### config.mk
export PLATFORM = sky130hd
export DESIGN_NAME = scan_sequencer_flat
export DESIGN_NICKNAME = d
export VERILOG_FILES = /design/src/rtl/scan_sequencer_pkg.sv /design/src/rtl/scan_sequencer_if.sv /design/src/rtl/scan_sequencer.sv /design/src/flat_wrapper.sv
export SDC_FILE = /design/constraint.sdc
export NUM_CORES = 1
export LEC_CHECK = 0
export CORE_MARGIN = 2
export CORE_UTILIZATION = 50
export CTS_BUF_LIST = sky130_fd_sc_hd__clkbuf_8
export DETAILED_ROUTE_END_ITERATION = 8
export PLACE_DENSITY = 0.82
export SLEW_MARGIN = 15
export SYNTH_ARGS = -nofsm -noshare
export SYNTH_HDL_FRONTEND = slang
export SYNTH_SLANG_ARGS = --single-unit
### constraint.sdc
create_clock -name mclk -period 2.7 [get_ports mclk]
set_input_delay 0.81 -clock mclk [delete_from_list [all_inputs] [get_ports mclk]]
set_output_delay 0.81 -clock mclk [all_outputs]
set_load 0.02 [all_outputs]
### src/rtl/scan_sequencer_pkg.sv
// rtl/scan_sequencer_pkg.sv - shared types and defaults for the scan sequencer
//
// Contents:
//   CNT_W_DEF / DATA_W_DEF / PIPE_LAT_DEF  default widths and pipeline depth
//   state_t                                sequencer state encoding (IDLE..DONE)
//   is_busy_state()                        states in which a scan is in flight
package scan_sequencer_pkg;

  localparam int CNT_W_DEF    = 8;
  localparam int DATA_W_DEF   = 16;
  localparam int PIPE_LAT_DEF = 3;

  typedef enum logic [2:0] {
    ST_IDLE  = 3'd0,
    ST_CLEAR = 3'd1,
    ST_SCAN  = 3'd2,
    ST_DRAIN = 3'd3,
    ST_DONE  = 3'd4
  } state_t;

  function automatic logic is_busy_state(input state_t s);
    return (s == ST_CLEAR) || (s == ST_SCAN) || (s == ST_DRAIN);
  endfunction

endpackage

### src/rtl/scan_sequencer_if.sv
// rtl/scan_sequencer_if.sv - request/compare/result bundle of the scan sequencer
//
// Signals:
//   start, abort, length        scan request side (into sequencer)
//   count, sreset, max_in       comparator side (count/sreset out, max_in back in)
//   busy                        scan in flight
//   result, result_valid,
//   result_ack                  result handshake to the consumer
// Modports:
//   slave   the sequencer itself
//   master  the surrounding system (requester, comparator, consumer)
interface scan_sequencer_if #(
  parameter int CNT_W  = 8,
  parameter int DATA_W = 16
);

  logic              start;
  logic              abort;
  logic [CNT_W-1:0]  length;
  logic [CNT_W-1:0]  count;
  logic              sreset;
  logic              busy;
  logic [DATA_W-1:0] max_in;
  logic [DATA_W-1:0] result;
  logic              result_valid;
  logic              result_ack;

  modport slave (
    input  start, abort, length, max_in, result_ack,
    output count, sreset, busy, result, result_valid
  );

  modport master (
    output start, abort, length, max_in, result_ack,
    input  count, sreset, busy, result, result_valid
  );

endinterface

### src/rtl/scan_sequencer.sv
// rtl/scan_sequencer.sv - drives the max-search comparator over a region and captures the result
//
// Ports:
//   mclk    system clock, all state on rising edge
//   reset   asynchronous active-low reset
//   bus     scan_sequencer_if.slave: start/abort/length request, count/sreset/max_in
//           comparator link, busy, result/result_valid/result_ack handshake
module scan_sequencer
  import scan_sequencer_pkg::*;
#(
  parameter int CNT_W    = CNT_W_DEF,
  parameter int DATA_W   = DATA_W_DEF,
  parameter int PIPE_LAT = PIPE_LAT_DEF
) (
  input  logic            mclk,
  input  logic            reset,
  scan_sequencer_if.slave bus
);

  // Drain counter runs 0..PIPE_LAT-1.
  localparam int                DRN_W    = (PIPE_LAT < 2) ? 1 : $clog2(PIPE_LAT);
  localparam logic [DRN_W-1:0] DRN_LAST = DRN_W'(PIPE_LAT - 1);

  state_t            r_state;
  logic [CNT_W-1:0]  r_count;
  logic              r_sreset;
  logic              r_busy;
  logic [DATA_W-1:0] r_result;
  logic              r_result_valid;
  logic [CNT_W-1:0]  r_len;
  logic [DRN_W-1:0]  r_drain;

  state_t            w_state_nxt;
  logic [CNT_W-1:0]  w_count_nxt;
  logic              w_sreset_nxt;
  logic              w_busy_nxt;
  logic [DATA_W-1:0] w_result_nxt;
  logic              w_result_valid_nxt;
  logic [CNT_W-1:0]  w_len_nxt;
  logic [DRN_W-1:0]  w_drain_nxt;

  logic [CNT_W-1:0]  w_len_last;
  logic              w_in_flight;

  assign w_len_last  = r_len - 1'b1;
  assign w_in_flight = is_busy_state(r_state);

  always_ff @(posedge mclk or negedge reset) begin
    if (!reset) begin
      r_state        <= ST_IDLE;
      r_count        <= '0;
      r_sreset       <= 1'b0;
      r_busy         <= 1'b0;
      r_result       <= '0;
      r_result_valid <= 1'b0;
      r_len          <= '0;
      r_drain        <= '0;
    end else begin
      r_state        <= w_state_nxt;
      r_count        <= w_count_nxt;
      r_sreset       <= w_sreset_nxt;
      r_busy         <= w_busy_nxt;
      r_result       <= w_result_nxt;
      r_result_valid <= w_result_valid_nxt;
      r_len          <= w_len_nxt;
      r_drain        <= w_drain_nxt;
    end
  end

  // Every output is a register; this block computes the value each one takes
  // for the state being entered.
  always_comb begin
    w_state_nxt        = r_state;
    w_count_nxt        = r_count;
    w_sreset_nxt       = 1'b0;
    w_busy_nxt         = r_busy;
    w_result_nxt       = r_result;
    w_result_valid_nxt = r_result_valid;
    w_len_nxt          = r_len;
    w_drain_nxt        = r_drain;

    if (bus.abort && w_in_flight) begin
      // Abort wins over progression; the comparator is cleared so a partial
      // max cannot leak into the next scan.
      w_state_nxt  = ST_IDLE;
      w_sreset_nxt = 1'b1;
      w_count_nxt  = '0;
      w_drain_nxt  = '0;
    end else begin
      case (r_state)
        ST_IDLE: begin
          w_count_nxt = '0;
          if (bus.start) begin
            if (bus.length != '0) begin
              w_len_nxt    = bus.length;
              w_sreset_nxt = 1'b1;
              w_state_nxt  = ST_CLEAR;
            end else begin
              // Empty region: answer immediately without touching the comparator.
              w_result_nxt       = '0;
              w_result_valid_nxt = 1'b1;
              w_state_nxt        = ST_DONE;
            end
          end
        end

        ST_CLEAR: begin
          w_count_nxt = '0;
          w_state_nxt = ST_SCAN;
        end

        ST_SCAN: begin
          if (r_count == w_len_last) begin
            // Hold the last index while the pipeline drains; re-reading the
            // same word cannot change a maximum.
            w_drain_nxt = '0;
            w_state_nxt = ST_DRAIN;
          end else begin
            w_count_nxt = r_count + 1'b1;
          end
        end

        ST_DRAIN: begin
          if (r_drain == DRN_LAST) begin
            w_result_nxt       = bus.max_in;
            w_result_valid_nxt = 1'b1;
            w_count_nxt        = '0;
            w_drain_nxt        = '0;
            w_state_nxt        = ST_DONE;
          end else begin
            w_drain_nxt = r_drain + 1'b1;
          end
        end

        ST_DONE: begin
          if (bus.result_ack) begin
            w_result_valid_nxt = 1'b0;
            w_state_nxt        = ST_IDLE;
          end
        end

        default: begin
          w_state_nxt        = ST_IDLE;
          w_count_nxt        = '0;
          w_result_valid_nxt = 1'b0;
          w_drain_nxt        = '0;
        end
      endcase
    end

    w_busy_nxt = is_busy_state(w_state_nxt);
  end

  assign bus.count        = r_count;
  assign bus.sreset       = r_sreset;
  assign bus.busy         = r_busy;
  assign bus.result       = r_result;
  assign bus.result_valid = r_result_valid;

endmodule

### src/flat_wrapper.sv
// flat-port wrapper written by rule: the top's interface ports become plain ports
module scan_sequencer_flat import scan_sequencer_pkg::*;
#(
  parameter int CNT_W    = CNT_W_DEF,
  parameter int DATA_W   = DATA_W_DEF,
  parameter int PIPE_LAT = PIPE_LAT_DEF
)
  (mclk, reset, bus_start, bus_abort, bus_length, bus_max_in, bus_result_ack, bus_count, bus_sreset, bus_busy, bus_result, bus_result_valid);
  scan_sequencer_if #(.CNT_W(CNT_W), .DATA_W(DATA_W)) bus_i ();
  input  logic mclk;
  input  logic reset;
  input wire logic [$bits(bus_i.start)-1:0] bus_start;
  input wire logic [$bits(bus_i.abort)-1:0] bus_abort;
  input wire logic [$bits(bus_i.length)-1:0] bus_length;
  input wire logic [$bits(bus_i.max_in)-1:0] bus_max_in;
  input wire logic [$bits(bus_i.result_ack)-1:0] bus_result_ack;
  output wire logic [$bits(bus_i.count)-1:0] bus_count;
  output wire logic [$bits(bus_i.sreset)-1:0] bus_sreset;
  output wire logic [$bits(bus_i.busy)-1:0] bus_busy;
  output wire logic [$bits(bus_i.result)-1:0] bus_result;
  output wire logic [$bits(bus_i.result_valid)-1:0] bus_result_valid;
  assign bus_i.start = bus_start;
  assign bus_i.abort = bus_abort;
  assign bus_i.length = bus_length;
  assign bus_i.max_in = bus_max_in;
  assign bus_i.result_ack = bus_result_ack;
  assign bus_count = bus_i.count;
  assign bus_sreset = bus_i.sreset;
  assign bus_busy = bus_i.busy;
  assign bus_result = bus_i.result;
  assign bus_result_valid = bus_i.result_valid;
  scan_sequencer #(.CNT_W(CNT_W), .DATA_W(DATA_W), .PIPE_LAT(PIPE_LAT)) u_core (.mclk(mclk), .reset(reset), .bus(bus_i));
endmodule
Word-level counts from Yosys, hierarchy flattened --
Cells that the tools add are included.
Operators by class: muxes and demuxes 28, bitwise operators 2, reduce and logical (&&, ||, !) cells 15, eq/ne operators 18, add/sub/neg operators 3
Operators with widths (count):
- $mux W16 | 3
- $pmux W16 S2 | 1
- $mux W8 | 3
- $pmux W8 S3 | 1
- $mux W3 | 6
- $pmux W3 S5 | 1
- $eq A3 B2 Y1 const B | 4
- $ne A3 B3 Y1 const B | 3
- $add A8 B1 Y8 const B | 1
- $eq A8 B8 Y1 | 1
- $mux W1 | 8
- $ne A2 B2 Y1 const B | 4
- $reduce_bool A8 Y1 | 1
- $sub A8 B1 Y8 const B | 1
- $eq A3 B1 Y1 const B | 2
- $mux W2 | 3
- $pmux W2 S3 | 1
- $reduce_and A6 Y1 | 1
- $reduce_and A5 Y1 | 1
- $logic_or A1 B1 Y1 | 4
- $ne A2 B1 Y1 const B | 2
- $pmux W1 S4 | 1
- $reduce_and A4 Y1 | 1
- $eq A3 B3 Y1 const B | 1
- other kinds (10) | 11
Storage, ports and cells: flip-flop bits (word level) 40, bits of input ports 29, logic and storage cells 74

Logic depth before layout (Yosys ltp) --
depth in word-level cells 8, depth in mapped cells 11

Least setup slack after synthesis --
OpenSTA, ideal clock, no wires.
path kind register to register, start point reg u_core.r_len[0], end point reg u_core.r_count[2] (netlist: u_core.bus.count[2]), setup slack 0.525 ns, buffers on the path 1, setup time 0.120 ns, stages on the path, launching flop included 11, required time 2.580 ns, data arrival time 2.056 ns, cell sequence dfrtp_1 -> inv_1 -> ha_1 -> buf_2 -> xor2_1 -> nor2_1 -> a21oi_1 -> a2111oi_2 -> o31ai_4 -> a32o_1 -> a31o_1
Between the ends: cells in the longest elaborated chain, start to end 4
Ends and longest elaborated chain:
- start: declaration | RTL line scan_sequencer.sv:30 | logic [CNT_W-1:0] r_len;
- start signal: assignment | RTL line scan_sequencer.sv:65 | r_len <= w_len_nxt;
- $sub A8 B1 Y8 | RTL line scan_sequencer.sv:45 | assign w_len_last = r_len - 1'b1;
- $eq A8 B8 Y1 | RTL line scan_sequencer.sv:113 | if (r_count == w_len_last) begin
- $ne A3 B3 Y1 (no source line)
- $reduce_and A3 Y1 (no source line)
- end signal: assignment | RTL line scan_sequencer.sv:60 | r_count <= w_count_nxt;
- end: declaration | RTL line scan_sequencer.sv:25 | logic [CNT_W-1:0] r_count;
Every way passes these cells. A chain may end at the register's enable or synchronous reset.

Worst setup path in the final report --
start point reg u_core.r_len[0], end point reg u_core.r_count[7] (netlist: u_core.bus.count[7])
The elaborated chain is that of the path after synthesis.

==> metrics.log <==
[metrics] status: completed
[metrics] maximum frequency from static timing analysis: 409 MHz
[metrics] number of buffers created by CTS: 5
[metrics] max_slew headroom: 34.0%
[metrics] Final Hold Viols: 0
[metrics] number of max-capacitance violations reported: 0
[metrics] cells resized by post-CTS repair: 0
[metrics] TritonCTS clock tree: built
[metrics] crit path cell chain: inv_1 -> ha_1 -> nand2_1 -> xnor2_1 -> nor3b_1 -> o31ai_4 -> a41oi_1 -> a211o_1
[metrics] Mapped Area: 0.00210 mm^2
[metrics] syn_nets: 227
[metrics] warnings from Yosys: 0
[metrics] total via count in the routed design: 1694
[metrics] classification of the worst-slack hold path: input pin to asynchronous set/reset pin
[metrics] Multi-input gate area: 0.00101 mm^2
[metrics] worst-skew pair later-pin latency: 0.29 ns
[metrics] Layout fillers: 327
[metrics] number of hold buffers added after cts: 0
[metrics] Total Die Area: 0.00473 mm^2
[metrics] Pleak: 1.22 nW
[metrics] pwr/cell area: 897 mW/mm^2
[metrics] portion of the post-synthesis area used by sequential elements: 47.8%
[metrics] share of the synthesized area in the top cell type: 47.8%
[metrics] post-CTS setup buffer count: 0
[metrics] number of detailed-routing iterations run before antenna repair: 4
[metrics] # IOs: 56
[metrics] number of clock sinks seen by CTS: 40
[metrics] period utilisation layout: 90.6%
[metrics] number of nets with antenna violations after routing: 0
[metrics] post-synthesis cell type count: 47
[metrics] Max Fanout on Critical Path: 17
[metrics] ranking of synthesized cells by area: sky130_fd_sc_hd__dfrtp_1 48%, sky130_fd_sc_hd__a22o_1 6.7%, sky130_fd_sc_hd__mux2_2 3.2%
[metrics] number of placed cells counting well taps: 291
[metrics] share of final-layout standard cells stronger than drive strength 1: 9.68%
[metrics] count of routing violations after the opening detailed-route iteration: 123
[metrics] Setup crit end kind: flip-flop
[metrics] count of input and output buffers: 55
[metrics] maximum single-stage delay on the critical path: 0.64 ns
[metrics] Min Hold Slack: 0.422 ns
[metrics] Register-to-Register Setup Slack: 0.25 ns
[metrics] worst ir drop on vdd: 0.000533 V
[metrics] unrepaired setup endpoints after global routing: false
[metrics] cell at the root of the clock tree: sky130_fd_sc_hd__clkbuf_8
[metrics] Mapped Cells: 196
[metrics] core region area: 0.00403 mm^2
[metrics] total wirelength of the detailed-routed design: 4400 um
[metrics] arrival time at the worst endpoint: 2.63 ns
[metrics] gr usage total: 20.7%
[metrics] sequential cell area: 0.00100 mm^2
[metrics] filler-free cell count of the finished design: 298
[metrics] antenna violations before repair: 0
[metrics] weighted congestion reported at the end of routability-driven placement: 0.764
[metrics] net count of the finished layout: 279
[metrics] number of global-route vias before repair: 1565
[metrics] maximum number of pins on one net before global-route repair: 25
[metrics] post-detailed-placement half-perimeter wirelength: 3140 um
[metrics] total setup violations reported at the end of the flow: 0
[metrics] Initial Utilization: 52.0%
[metrics] maximum root-to-sink buffer count: 2
[metrics] Die Ht: 68.7 um
[metrics] Critical Path Source Type: flip-flop
[metrics] type of the setup path with the least slack: flip-flop to flip-flop
[metrics] vias per std cell: 5.68
[metrics] final worst path period need: 2.45 ns
[metrics] most area-hungry cell type in the Yosys netlist: sky130_fd_sc_hd__dfrtp_1
[metrics] post-CTS clock slew at the launch and capture registers of the worst setup and hold paths: 0.07 ns
[metrics] total negative slack: 0 ns
[metrics] std cell rows: 23
[metrics] total count of max-transition violations in the final report: 0
[metrics] Antenna Diode Count: 0
[metrics] sum of internal, switching and leakage power: 2.47 mW
[metrics] remaining design rule violation count: 0
[metrics] slew of the pin with the lowest slew margin: 0.986 ns
[metrics] first-pass GRT wire length: 7130 um
[metrics] DIE WIDTH: 68.7 um
[metrics] prevailing post-synth register cell: sky130_fd_sc_hd__dfrtp_1
[metrics] crit path max-delay cell type: sky130_fd_sc_hd__o31ai_4
[metrics] global route total overflow: 0
[metrics] average size of a mapped cell: 10.7 um^2
[metrics] number of levels the H-tree was split into: 2
[metrics] routed len/inst: 14.8 um
[metrics] area growth from synthesis to layout: 31.6%
[metrics] data required time of the critical path: 2.88 ns
[metrics] Worst Skew: 0.00600 ns
[metrics] register bit total from synthesis: 40
[metrics] Post-synth ARST share: 100%
[metrics] number of enable flip-flop cells after synthesis: 0
==> synth_stat cells (5+ instances only) <==
cell type and count:
sky130_fd_sc_hd__xnor2_1 5, sky130_fd_sc_hd__dfrtp_1 40, sky130_fd_sc_hd__a21oi_1 10, sky130_fd_sc_hd__buf_2 6, sky130_fd_sc_hd__o21ai_0 7, sky130_fd_sc_hd__nand2_1 12, sky130_fd_sc_hd__xor2_1 5, sky130_fd_sc_hd__a22o_1 16
sky130_fd_sc_hd__nor2_1 15, sky130_fd_sc_hd__mux2_2 6
==> sequential cells by signal (all words and copies together) (netlist names) <==
| register | flops |
|---|---|
| u_core.bus.result | 16 |
| u_core.bus.result_valid | 1 |
| u_core.r_state | 3 |
| u_core.bus.busy | 1 |
| u_core.bus.sreset | 1 |
| u_core.r_drain | 2 |
| u_core.r_len | 8 |
| u_core.bus.count | 8 |
==> report_power, final <==
group | switching (mW) | internal, mW | leakage, nW
Clock | 0.194 | 0.227 | 0.0503
Sequential | 0.199 | 0.806 | 0.524
Combinational | 0.498 | 0.550 | 0.648
Total | 0.891 | 1.58 | 1.22
==> per-stage QoR <==
stage                     setup slack, ns  area [um^2]  util [%]
after detailed placement           0.0251         2660      66.1
after CTS                           0.262         2760      68.4
after floorplan                     0.525         2100         -
after global placement             0.0552         2660      66.1
final                               0.254         2760      68.4
after global routing               0.0190         2760      68.4
==> worst max-delay path: cells and delay by family, from the launching register on <==
family	cells	cell delay, ns
flops	1	0.43
compound gates	3	1.13
xor+xnor	1	0.15
fa+ha+maj	1	0.31
buf+inv	1	0.10
simple gates	2	0.20
==> area by class of cell <==
class                   count  area share (%)
multi-input cells         138            36.5
clock buffers               7            3.49
well taps                  50            2.27
inverters                   4           0.544
flip-flops and latches     40            36.3
repair buffers             59            20.9
==> kinds of logic (layout without fill, tap and decap cells) <==
family	count (synthesis)	count (layout)	share of synthesized area [%]
multiplexers	9	9	4.66
adder cells (fa/ha/maj)	2	2	1.19
AO/OA/AOI/OAI	60	60	22.3
XOR/XNOR	11	11	4.96
AND/OR/NAND/NOR	56	56	14.7
buffers and inverters	18	70	4.42
flip-flops	40	40	47.8
==> placed cells by master (no fill, tap or decap), drive strengths merged, types with 6 or more instances in the layout <==
cell,synthesis,final
clkdlybuf4s50,0,54
dfrtp,40,40
a22o,16,16
nor2,15,15
nand2,12,12
a21oi,10,10
o21ai,8,8
clkbuf,6,7
mux2,6,6
xor2,6,6
==> final timing paths <==
path                                           endpoint               startpoint  cells past startpoint
worst min register to register  u_core.bus.result_valid  u_core.bus.result_valid                      2
worst max register to register      u_core.bus.count[7]          u_core.r_len[0]                      8
min in group mclk               u_core.bus.result_valid  u_core.bus.result_valid                      2
worst min-delay path               u_core.bus.result[4]                    reset                      1
worst max-delay path                u_core.bus.count[7]          u_core.r_len[0]                      8
max in group asynchronous          u_core.bus.result[7]                    reset                      2
==> per-layer routing <==
layer	GRT usage (%)	vias up	share of wire, %
li1	-	827	-
met4	6.86	0	0.86
met3	6.33	4	7.7
met2	32.8	62	47
met5	0	-	0
met1	27.2	801	45
Power figures use the tool's default switching activity.
